<file path="config.mk">
export PLATFORM = sky130hd
export DESIGN_NAME = mmio_uart_tx
export DESIGN_NICKNAME = d
export VERILOG_FILES = /design/src/rtl/mmio_uart_tx.sv
export SDC_FILE = /design/constraint.sdc
export NUM_CORES = 1
export LEC_CHECK = 0
export BUFFER_PORTS_ARGS = -buffer_cell sky130_fd_sc_hd__buf_2
export CAP_MARGIN = 5
export CORE_MARGIN = 10
export CORE_UTILIZATION = 50
export DETAILED_ROUTE_END_ITERATION = 10
export PLACE_DENSITY = 0.83
export SYNTH_ARGS = -nofsm -noshare
export SYNTH_HDL_FRONTEND = slang
export SYNTH_SLANG_ARGS = --single-unit
</file>
<file path="constraint.sdc">
create_clock -name clk_i -period 2.25 [get_ports clk_i]
set_clock_uncertainty 0.05 [all_clocks]
set_input_delay 0.225 -clock clk_i [delete_from_list [all_inputs] [get_ports clk_i]]
set_output_delay 0.225 -clock clk_i [all_outputs]
set_load 0.05 [all_outputs]
</file>
<file path="src/rtl/mmio_uart_tx.sv">
// mmio_uart_tx -- memory-mapped console transmitter.
//
// Sits on the CPU data bus and decodes stores/loads to the addr[31]=1
// region. Bytes written to TXDATA are queued in a small FIFO and sent as
// 8N1 UART frames on txd_o. STATUS reports busy/full/overflow and the FIFO
// fill level.
//
// Register map (addr_i[31]=1, index = addr_i[3:2]):
//   0 TXDATA (write): wdata_i[7:0] is queued.
//   1 STATUS (read) : [0] busy, [1] full, [2] ovf (cleared by the read),
//                     [15:8] FIFO count.
//   2,3             : writes ignored, reads return 0.
//
// Optional feature, macro MMIO_UART_FINI_EN:
//   defined   -> a TXDATA store of 32'h00020000 sets the sticky fini_o flag
//                and is not queued.
//   undefined -> fini_o is tied low and that store queues byte 8'h00.
//
// Ports:
//   clk_i     clock (single domain)
//   rst       synchronous active-high reset
//   wvalid_i  store strobe
//   rden_i    load strobe
//   addr_i    bus address
//   wdata_i   store data
//   rdata_o   registered load data, held until the next load
//   txd_o     UART serial output, idles high
//   fini_o    sticky end-of-program flag
//
// Parameters:
//   BAUD_DIV    clock cycles per UART bit (>= 2)
//   FIFO_DEPTH  FIFO entries (power of two, >= 2)

module mmio_uart_tx #(
  parameter int BAUD_DIV   = 868,
  parameter int FIFO_DEPTH = 16
) (
  input  logic        clk_i,
  input  logic        rst,
  input  logic        wvalid_i,
  input  logic        rden_i,
  input  logic [31:0] addr_i,
  input  logic [31:0] wdata_i,
  output logic [31:0] rdata_o,
  output logic        txd_o,
  output logic        fini_o
);

  localparam int PTR_W  = $clog2(FIFO_DEPTH);
  localparam int CNT_W  = PTR_W + 1;
  localparam int BAUD_W = (BAUD_DIV > 2) ? $clog2(BAUD_DIV) : 1;

  localparam logic [BAUD_W-1:0] BAUD_RELOAD = BAUD_W'(BAUD_DIV - 1);
  localparam logic [CNT_W-1:0]  CNT_FULL    = CNT_W'(FIFO_DEPTH);

  typedef enum logic [1:0] {
    ST_IDLE,
    ST_START,
    ST_DATA,
    ST_STOP
  } state_t;

  // ---------------------------------------------------------------- state
  state_t            state_reg, state_next;
  logic [BAUD_W-1:0] baud_reg,  baud_next;
  logic [2:0]        bit_reg,   bit_next;
  logic [7:0]        shift_reg, shift_next;
  logic              txd_reg,   txd_next;

  logic [7:0]        fifo_mem [FIFO_DEPTH];
  logic [7:0]        head_reg;
  logic [PTR_W-1:0]  wptr_reg, rptr_reg;
  logic [CNT_W-1:0]  count_reg, count_next;
  logic              ovf_reg;
  logic [31:0]       rdata_reg;

  // ---------------------------------------------------------------- decode
  logic sel;
  logic wr_tx;
  logic rd_status;
  logic is_fini;
  logic enq;
  logic fifo_empty;
  logic fifo_full;
  logic pop;
  logic push;
  logic drop;
  logic busy;
  logic [7:0]  count_byte;
  logic [31:0] status_word;

  assign sel       = addr_i[31];
  assign wr_tx     = wvalid_i & sel & (addr_i[3:2] == 2'd0);
  assign rd_status = rden_i & sel & (addr_i[3:2] == 2'd1);

`ifdef MMIO_UART_FINI_EN
  localparam logic [31:0] FINI_CODE = 32'h0002_0000;
  assign is_fini = wr_tx & (wdata_i == FINI_CODE);
`else
  assign is_fini = 1'b0;
`endif

  assign enq        = wr_tx & ~is_fini;
  assign fifo_empty = (count_reg == '0);
  assign fifo_full  = (count_reg == CNT_FULL);
  // The FSM takes the head whenever it is idle and data is waiting.
  assign pop        = (state_reg == ST_IDLE) & ~fifo_empty;
  // A full FIFO still has room if the head leaves in the same cycle.
  assign push       = enq & (~fifo_full | pop);
  assign drop       = enq & fifo_full & ~pop;

  assign busy        = ~fifo_empty | (state_reg != ST_IDLE);
  assign count_byte  = 8'(count_reg);
  assign status_word = {16'h0000, count_byte, 5'b00000, ovf_reg, fifo_full, busy};

  // Address/data bits that the register map does not look at.
  logic unused_bits;
  assign unused_bits = &{1'b0, addr_i[30:4], addr_i[1:0], wdata_i[31:8]};

  // ---------------------------------------------------------------- FIFO
  // Storage has no reset so it maps onto block RAM. The head is read into
  // head_reg on the pop edge; a same-edge write to the same slot (full FIFO
  // refilled during a pop) sees the old contents, which is the correct head.
  always_ff @(posedge clk_i) begin
    if (push) begin
      fifo_mem[wptr_reg] <= wdata_i[7:0];
    end
    if (pop) begin
      head_reg <= fifo_mem[rptr_reg];
    end
  end

  always_comb begin
    count_next = count_reg;
    case ({push, pop})
      2'b10:   count_next = count_reg + CNT_W'(1);
      2'b01:   count_next = count_reg - CNT_W'(1);
      default: count_next = count_reg;
    endcase
  end

  always_ff @(posedge clk_i) begin
    if (rst) begin
      wptr_reg  <= '0;
      rptr_reg  <= '0;
      count_reg <= '0;
    end else begin
      if (push) begin
        wptr_reg <= wptr_reg + PTR_W'(1);
      end
      if (pop) begin
        rptr_reg <= rptr_reg + PTR_W'(1);
      end
      count_reg <= count_next;
    end
  end

  // ---------------------------------------------------------------- TX FSM
  always_ff @(posedge clk_i) begin
    if (rst) begin
      state_reg <= ST_IDLE;
      baud_reg  <= '0;
      bit_reg   <= '0;
      shift_reg <= '0;
      txd_reg   <= 1'b1;
    end else begin
      state_reg <= state_next;
      baud_reg  <= baud_next;
      bit_reg   <= bit_next;
      shift_reg <= shift_next;
      txd_reg   <= txd_next;
    end
  end

  always_comb begin
    state_next = state_reg;
    baud_next  = baud_reg;
    bit_next   = bit_reg;
    shift_next = shift_reg;
    txd_next   = 1'b1;

    case (state_reg)
      ST_IDLE: begin
        if (pop) begin
          state_next = ST_START;
          baud_next  = BAUD_RELOAD;
          bit_next   = 3'd0;
        end
      end
      ST_START: begin
        if (baud_reg == '0) begin
          // head_reg was loaded on the pop edge, well before this point.
          state_next = ST_DATA;
          baud_next  = BAUD_RELOAD;
          bit_next   = 3'd0;
          shift_next = head_reg;
        end else begin
          baud_next = baud_reg - BAUD_W'(1);
        end
      end
      ST_DATA: begin
        if (baud_reg == '0) begin
          baud_next = BAUD_RELOAD;
          if (bit_reg == 3'd7) begin
            state_next = ST_STOP;
          end else begin
            bit_next   = bit_reg + 3'd1;
            shift_next = {1'b0, shift_reg[7:1]};
          end
        end else begin
          baud_next = baud_reg - BAUD_W'(1);
        end
      end
      ST_STOP: begin
        if (baud_reg == '0) begin
          state_next = ST_IDLE;
        end else begin
          baud_next = baud_reg - BAUD_W'(1);
        end
      end
      default: begin
        state_next = ST_IDLE;
      end
    endcase

    // The pin is registered from the next state so it never glitches.
    case (state_next)
      ST_START: txd_next = 1'b0;
      ST_DATA:  txd_next = shift_next[0];
      default:  txd_next = 1'b1;
    endcase
  end

  // ---------------------------------------------------------------- STATUS
  // ovf set wins over the read-clear so a drop in the read cycle is kept.
  always_ff @(posedge clk_i) begin
    if (rst) begin
      ovf_reg   <= 1'b0;
      rdata_reg <= '0;
    end else begin
      if (drop) begin
        ovf_reg <= 1'b1;
      end else if (rd_status) begin
        ovf_reg <= 1'b0;
      end
      if (rden_i) begin
        rdata_reg <= rd_status ? status_word : 32'h0000_0000;
      end
    end
  end

  // ---------------------------------------------------------------- finish
`ifdef MMIO_UART_FINI_EN
  logic fini_reg;
  always_ff @(posedge clk_i) begin
    if (rst) begin
      fini_reg <= 1'b0;
    end else if (is_fini) begin
      fini_reg <= 1'b1;
    end
  end
  assign fini_o = fini_reg;
`else
  assign fini_o = 1'b0;
`endif

  assign rdata_o = rdata_reg;
  assign txd_o   = txd_reg;

endmodule
</file>
Word level (Yosys, flattened, before mapping)
Memories as Yosys holds them, arrays and structs flattened. A register that Yosys moved wholly into a read port is not among the register bits.
Cells that the tools add are included.
- reductions and logical operators: 13
- bitwise gates (word level): 13
- add/sub/neg operators: 6
- equal/unequal tests: 15
- mux-type cells: 26
- operators by type and width (cell ; number):
    10-bit two-way mux ; 3
    10-bit one-hot mux with 3 select lines ; 1
    8-bit two-way mux ; 3
    8-bit one-hot mux with 2 select lines ; 1
    13-bit two-way mux ; 1
    3-bit two-way mux ; 4
    10-bit logical NOT ; 1
    2-bit two-way mux ; 5
    2-bit inequality test, second input constant ; 5
    5-bit one-hot mux with 2 select lines ; 1
    10-bit by 1-bit subtractor with 10-bit output, second input constant ; 1
    3-bit one-hot mux with 3 select lines ; 1
    4-bit by 1-bit adder with 4-bit output, second input constant ; 2
    1-bit bitwise AND ; 8
    2-bit by 1-bit == test with 1-bit output, second input constant ; 4
    2-bit == test, second input constant ; 4
    2-bit one-hot mux with 4 select lines ; 1
    2-bit nonzero test ; 4
    5-bit by 1-bit adder with 5-bit output, second input constant ; 1
    5-bit == test, second input constant ; 1
    5-bit logical NOT ; 1
    5-bit AND reduction ; 1
    5-bit by 1-bit subtractor with 5-bit output, second input constant ; 1
    2-bit logical NOT ; 2
    10 further kinds ; 16
- bits in registers: 70
- logic and storage cells: 85
- input port bits: 68
- RAM bits: 128
- memories: 1
- memories (name ; words ; bits a word ; read ports ; clocked after memory_dff ; wr ports ; line ; RTL):
    fifo_mem ; 16 ; 8 ; 1 ; 1 ; 1 ; 70 ; logic [7:0] fifo_mem [FIFO_DEPTH];

Longest topological paths before layout
- depth after elaboration: 7
- depth in mapped cells: 11

Worst setup path before layout
No wires, ideal clock.
- path kind: register to register
- start point: reg state_reg[0]
- end point: mem fifo_mem[3][0], enable pin
- cell stages (with the launch flop): 7
- clock period less this slack: 2.465 ns
- arrival: 2.032 ns
- setup slack: -0.215 ns
- cell sequence: dfxtp_1 -> inv_1 -> ha_1 -> inv_1 -> a31oi_1 -> nand2_1 -> nor3_1
- word-level cells in the longest chain between the ends: 6
- RTL lines (item ; line ; RTL):
    start, declared ; 64 ; state_t state_reg, state_next;
    start signal, assigned ; 167 ; state_reg <= state_next;
    2-bit logical NOT ; 107 ; assign pop = (state_reg == ST_IDLE) & ~fifo_empty;
    1-bit bitwise AND ; 107 ;
    1-bit OR ; 109 ; assign push = enq & (~fifo_full | pop);
    1-bit bitwise AND ; 109 ;
    1-bit two-way mux ; 125 ; if (push) begin
    1-bit two-way mux (implied by the code) ; 126 ; fifo_mem[wptr_reg] <= wdata_i[7:0];
    end, declared ; 70 ;
Every way passes these cells.

Worst setup path in the final report
- start point: reg count_reg[1]
- end point: reg count_reg[4]
- word-level cells in the longest chain between the ends: 7
- RTL lines (item ; line ; RTL):
    start, declared ; 73 ; logic [CNT_W-1:0] count_reg, count_next;
    start signal, assigned ; 154 ; count_reg <= count_next;
    5-bit logical NOT ; 104 ; assign fifo_empty = (count_reg == '0);
    1-bit NOT ; 107 ;
    1-bit bitwise AND ; 107 ;
    1-bit OR ; 109 ;
    1-bit bitwise AND ; 109 ;
    2-bit by 1-bit == test with 1-bit output / 2-bit == test (equally long branches) ; 135 ; case ({push, pop})
    5-bit one-hot mux with 2 select lines / 2-bit nonzero test (equally long branches) ; -- ;
Parallel ways exist; a longest one is shown, timed or not.
A chain may end at the register's enable or synchronous reset.

==> metrics.csv <==
metric,value,unit
status,"finished, violations left",
violations,setup timing,
tightest_slew,763.6,ps
rr_worst_depth,10,
synthSimpleGateAreaFrac,0.08703,
seq_area_frac_synth,0.6423,
synth_fa_ha_area_frac,0.02408,
htreeDepth,4,
r2r_setup_slack,-270,ps
numCtsBuffers,17,
grt-ovfl-total,0,
largest_reg_flops,128,
coreArea,15260,sq um
synth_area_leaders,"edfxtp_1 52%, dfxtp_1 12%, mux4_2 12%, buf_4 2.4%, ha_1 2.4%",
synth.distinct_cells,61,
first_global_vias,4627,
place.port_buffers,23,
start_kind,flop,
dieHeight,144.8,um
holdPathStages,1,
critPathKind,flop to flop,
ys_warn_count,0,
rows,45,
power_frac_seq,0.383,
final_core_util,0.5924,
nets,661,
hp-class,input port to flop,
max_slew_margin,0.4910,
synth_top_area_frac,0.5241,
setup_violations,50,
drv_slew,0,
synth_edf_count,136,
power.share.clock,0.280,
ioPinCount,102,
yosys.area_share.xor_xnor,0.01461,
totalWireLength,15550,um
layout_commonest_cell,edfxtp_1,
grt_usage,0.1541,
regToRegStartpoint,count_reg[1],
initial_core_util,0.5107,
fp.dieW,144.8,um
wl_per_cell,19.42,um
antenna_found_initial,0,
finalCriticalPeriod,2524,ps
rr_endpoint,count_reg[4],
p_comb_frac,0.337,
grt_start_max_net_pins,40,
crit_chain,"or4_4, o211ai_4, xnor2_2, ha_2, buf_4, buf_6, a21oi_2, nor4_4, a21oi_2, mux2_4",
ys_seq_elements,182,
swShare,0.3265,
dr.pass1.iters,5,
cp.arrival,2790,ps
place_congestion,0.8231,
cts.sinks,182,
clk_transition_reported_paths,70,ps
hold_viol,0,
rsz0062_at_grt,yes,
cts_tree,built,
drive_above_1_share,0.2864,
synth_compound_area_frac,0.06326,
via_count,4599,
die-area,20980,sq um
crit_path_max_incr_delay,560,ps
crit_slowest_cell,or4_4,
place_hpwl,10240,um
ir_drop,0.7556,mV
finalWorstSetupSlack,-273.5,ps
fmax,396.3,MHz
endpoint,count_reg[4],
synth_area,7792,sq um
clk_path_buf_depth,2,
required,2520,ps
clkLatencyLatePin,440,ps
hold_buffers,0,
viasPerCell,5.742,
p_per_area,1178,nW/um^2
timing.final.crit_share,1.122,
path_common_cell,a21oi_2,
avgSynthCellArea,14.93,sq um
final_cell_mix,"136 x edfxtp_1, 47 x nor2_1, 43 x dfxtp_1",
synthCells,522,
worstSetupStartpoint,count_reg[1],
p_int,0.007174,W
cap_violations,0,
synth_top_family_by_area,multiplexers,
synth_top_area_cell,edfxtp_1,
antenna_cells,0,
drt_iter0_drc,414,
muxShareOfSynthArea,0.1214,
clockRootBuffer,clkbuf_16,
ys_async_sr_fraction,0,
drcViolationCount,0,
grt_pass1_wl,24560,um
areaGrowthSynthToFinish,15.99,%
end_kind,flop,
ys.flop_type,edfxtp_1,
power,0.01065,W
power_switching,0.003477,W
p_leak,3.152,nW
cp_max_fo,3,
antenna_left,0,
cell type report:
class                      instances  area [sq um]
clock buffer                      17         425.4
clock inverter                    14         183.9
fill                            1088          6220
inverter                          13         48.80
multi-input combinational        297          2614
sequential                       182          5009
tap                              211         264.0
timing repair buffer              67         494.2
worst min path at each step:
stage	startpoint	endpoint
global route	wdata_i[5]	fifo_mem[7][5]
floorplan	wdata_i[0]	fifo_mem[0][0]
CTS	wdata_i[2]	fifo_mem[7][2]
global placement	shift_reg[6]	shift_reg[6]
finish	wdata_i[5]	fifo_mem[7][5]
detailed placement	shift_reg[1]	shift_reg[1]
synthesized netlist by cell type (2+ instances only):
cell type,count
ha_1,15
o211ai_1,2
clkbuf_1,19
buf_4,25
mux2i_1,3
nor2_1,47
or2_2,4
nand3_1,6
buf_1,4
o21a_1,2
a211oi_1,3
o31ai_1,3
nand2_1,23
xnor2_1,5
a22oi_1,13
nor3_1,12
nand4_1,5
o21ai_0,3
a21o_1,2
dfxtp_1,46
a31oi_1,7
nor4b_1,3
nor2b_1,5
buf_2,4
inv_1,13
a41o_1,2
buf_6,2
a21oi_1,20
xor2_1,8
edfxtp_1,136
nand2b_1,2
mux4_2,40
or3_1,8
nor4_1,2
nor3b_1,2
power groups by stage:
stage	clock network, W	registers (W)	logic, W
final	0.00298	0.00408	0.00359
after global routing	0.00318	0.00410	0.00387
after CTS	0.00305	0.00407	0.00335
after detailed placement	0	0.00415	0.00327
after global placement	0	0.00412	0.00313
after floorplan	0	0.00413	0.00241
stage by stage:
| stage | hold slack [ps] | area, sq um | TNS (ps) | cells | worst slack (ps) |
|---|---|---|---|---|---|
| 2_1_floorplan | 273.9 | 7905 | -2990 | 546 | -172.6 |
| 3_3_place_gp | 393.3 | 8299 | -3457 | 765 | -199.7 |
| 3_5_place_dp | 404.6 | 8299 | -9821 | 765 | -237.2 |
| 4_1_cts | 107.3 | 8937 | -18450 | 798 | -198.2 |
| 5_1_grt | 122.2 | 9039 | -11950 | 801 | -319.9 |
| 6_report | 118.2 | 9039 | -2603 | 801 | -273.5 |
logic make-up (layout without fill, tap and decap cells):
| kind of cell | Yosys count | count (layout) |
|---|---|---|
| xor+xnor | 13 | 13 |
| other cells | 1 | 25 |
| mux | 44 | 44 |
| fa+ha+maj | 15 | 15 |
| buf+inv | 67 | 111 |
| flops | 182 | 182 |
| simple gates | 129 | 129 |
| compound gates | 71 | 71 |
per-layer routing:
metal | share of wire | track usage | wire length, um
met4 | 0.021 | 0.06862 | 326
met2 | 0.53 | 0.2717 | 8258
met5 | 0 | 0 | 0
met1 | 0.39 | 0.1742 | 6093
met3 | 0.056 | 0.03585 | 876
critical path, delay by kind of cell, from the launching register on:
kind	cells	cell delay (ps)
buffers and inverters	2	240
flip-flops	1	320
AND/OR/NAND/NOR	2	610
multiplexers	1	320
AO/OA/AOI/OAI	3	600
XOR/XNOR	1	90
adder cells (fa/ha/maj)	1	180
repair_timing:
item	4_1_cts	5_1_grt
buffers inserted	2	3
resized for setup	3	16
setup endpoints to repair	130	139
pin swaps	5	3
No activity file was read; power rests on OpenSTA's default activity.
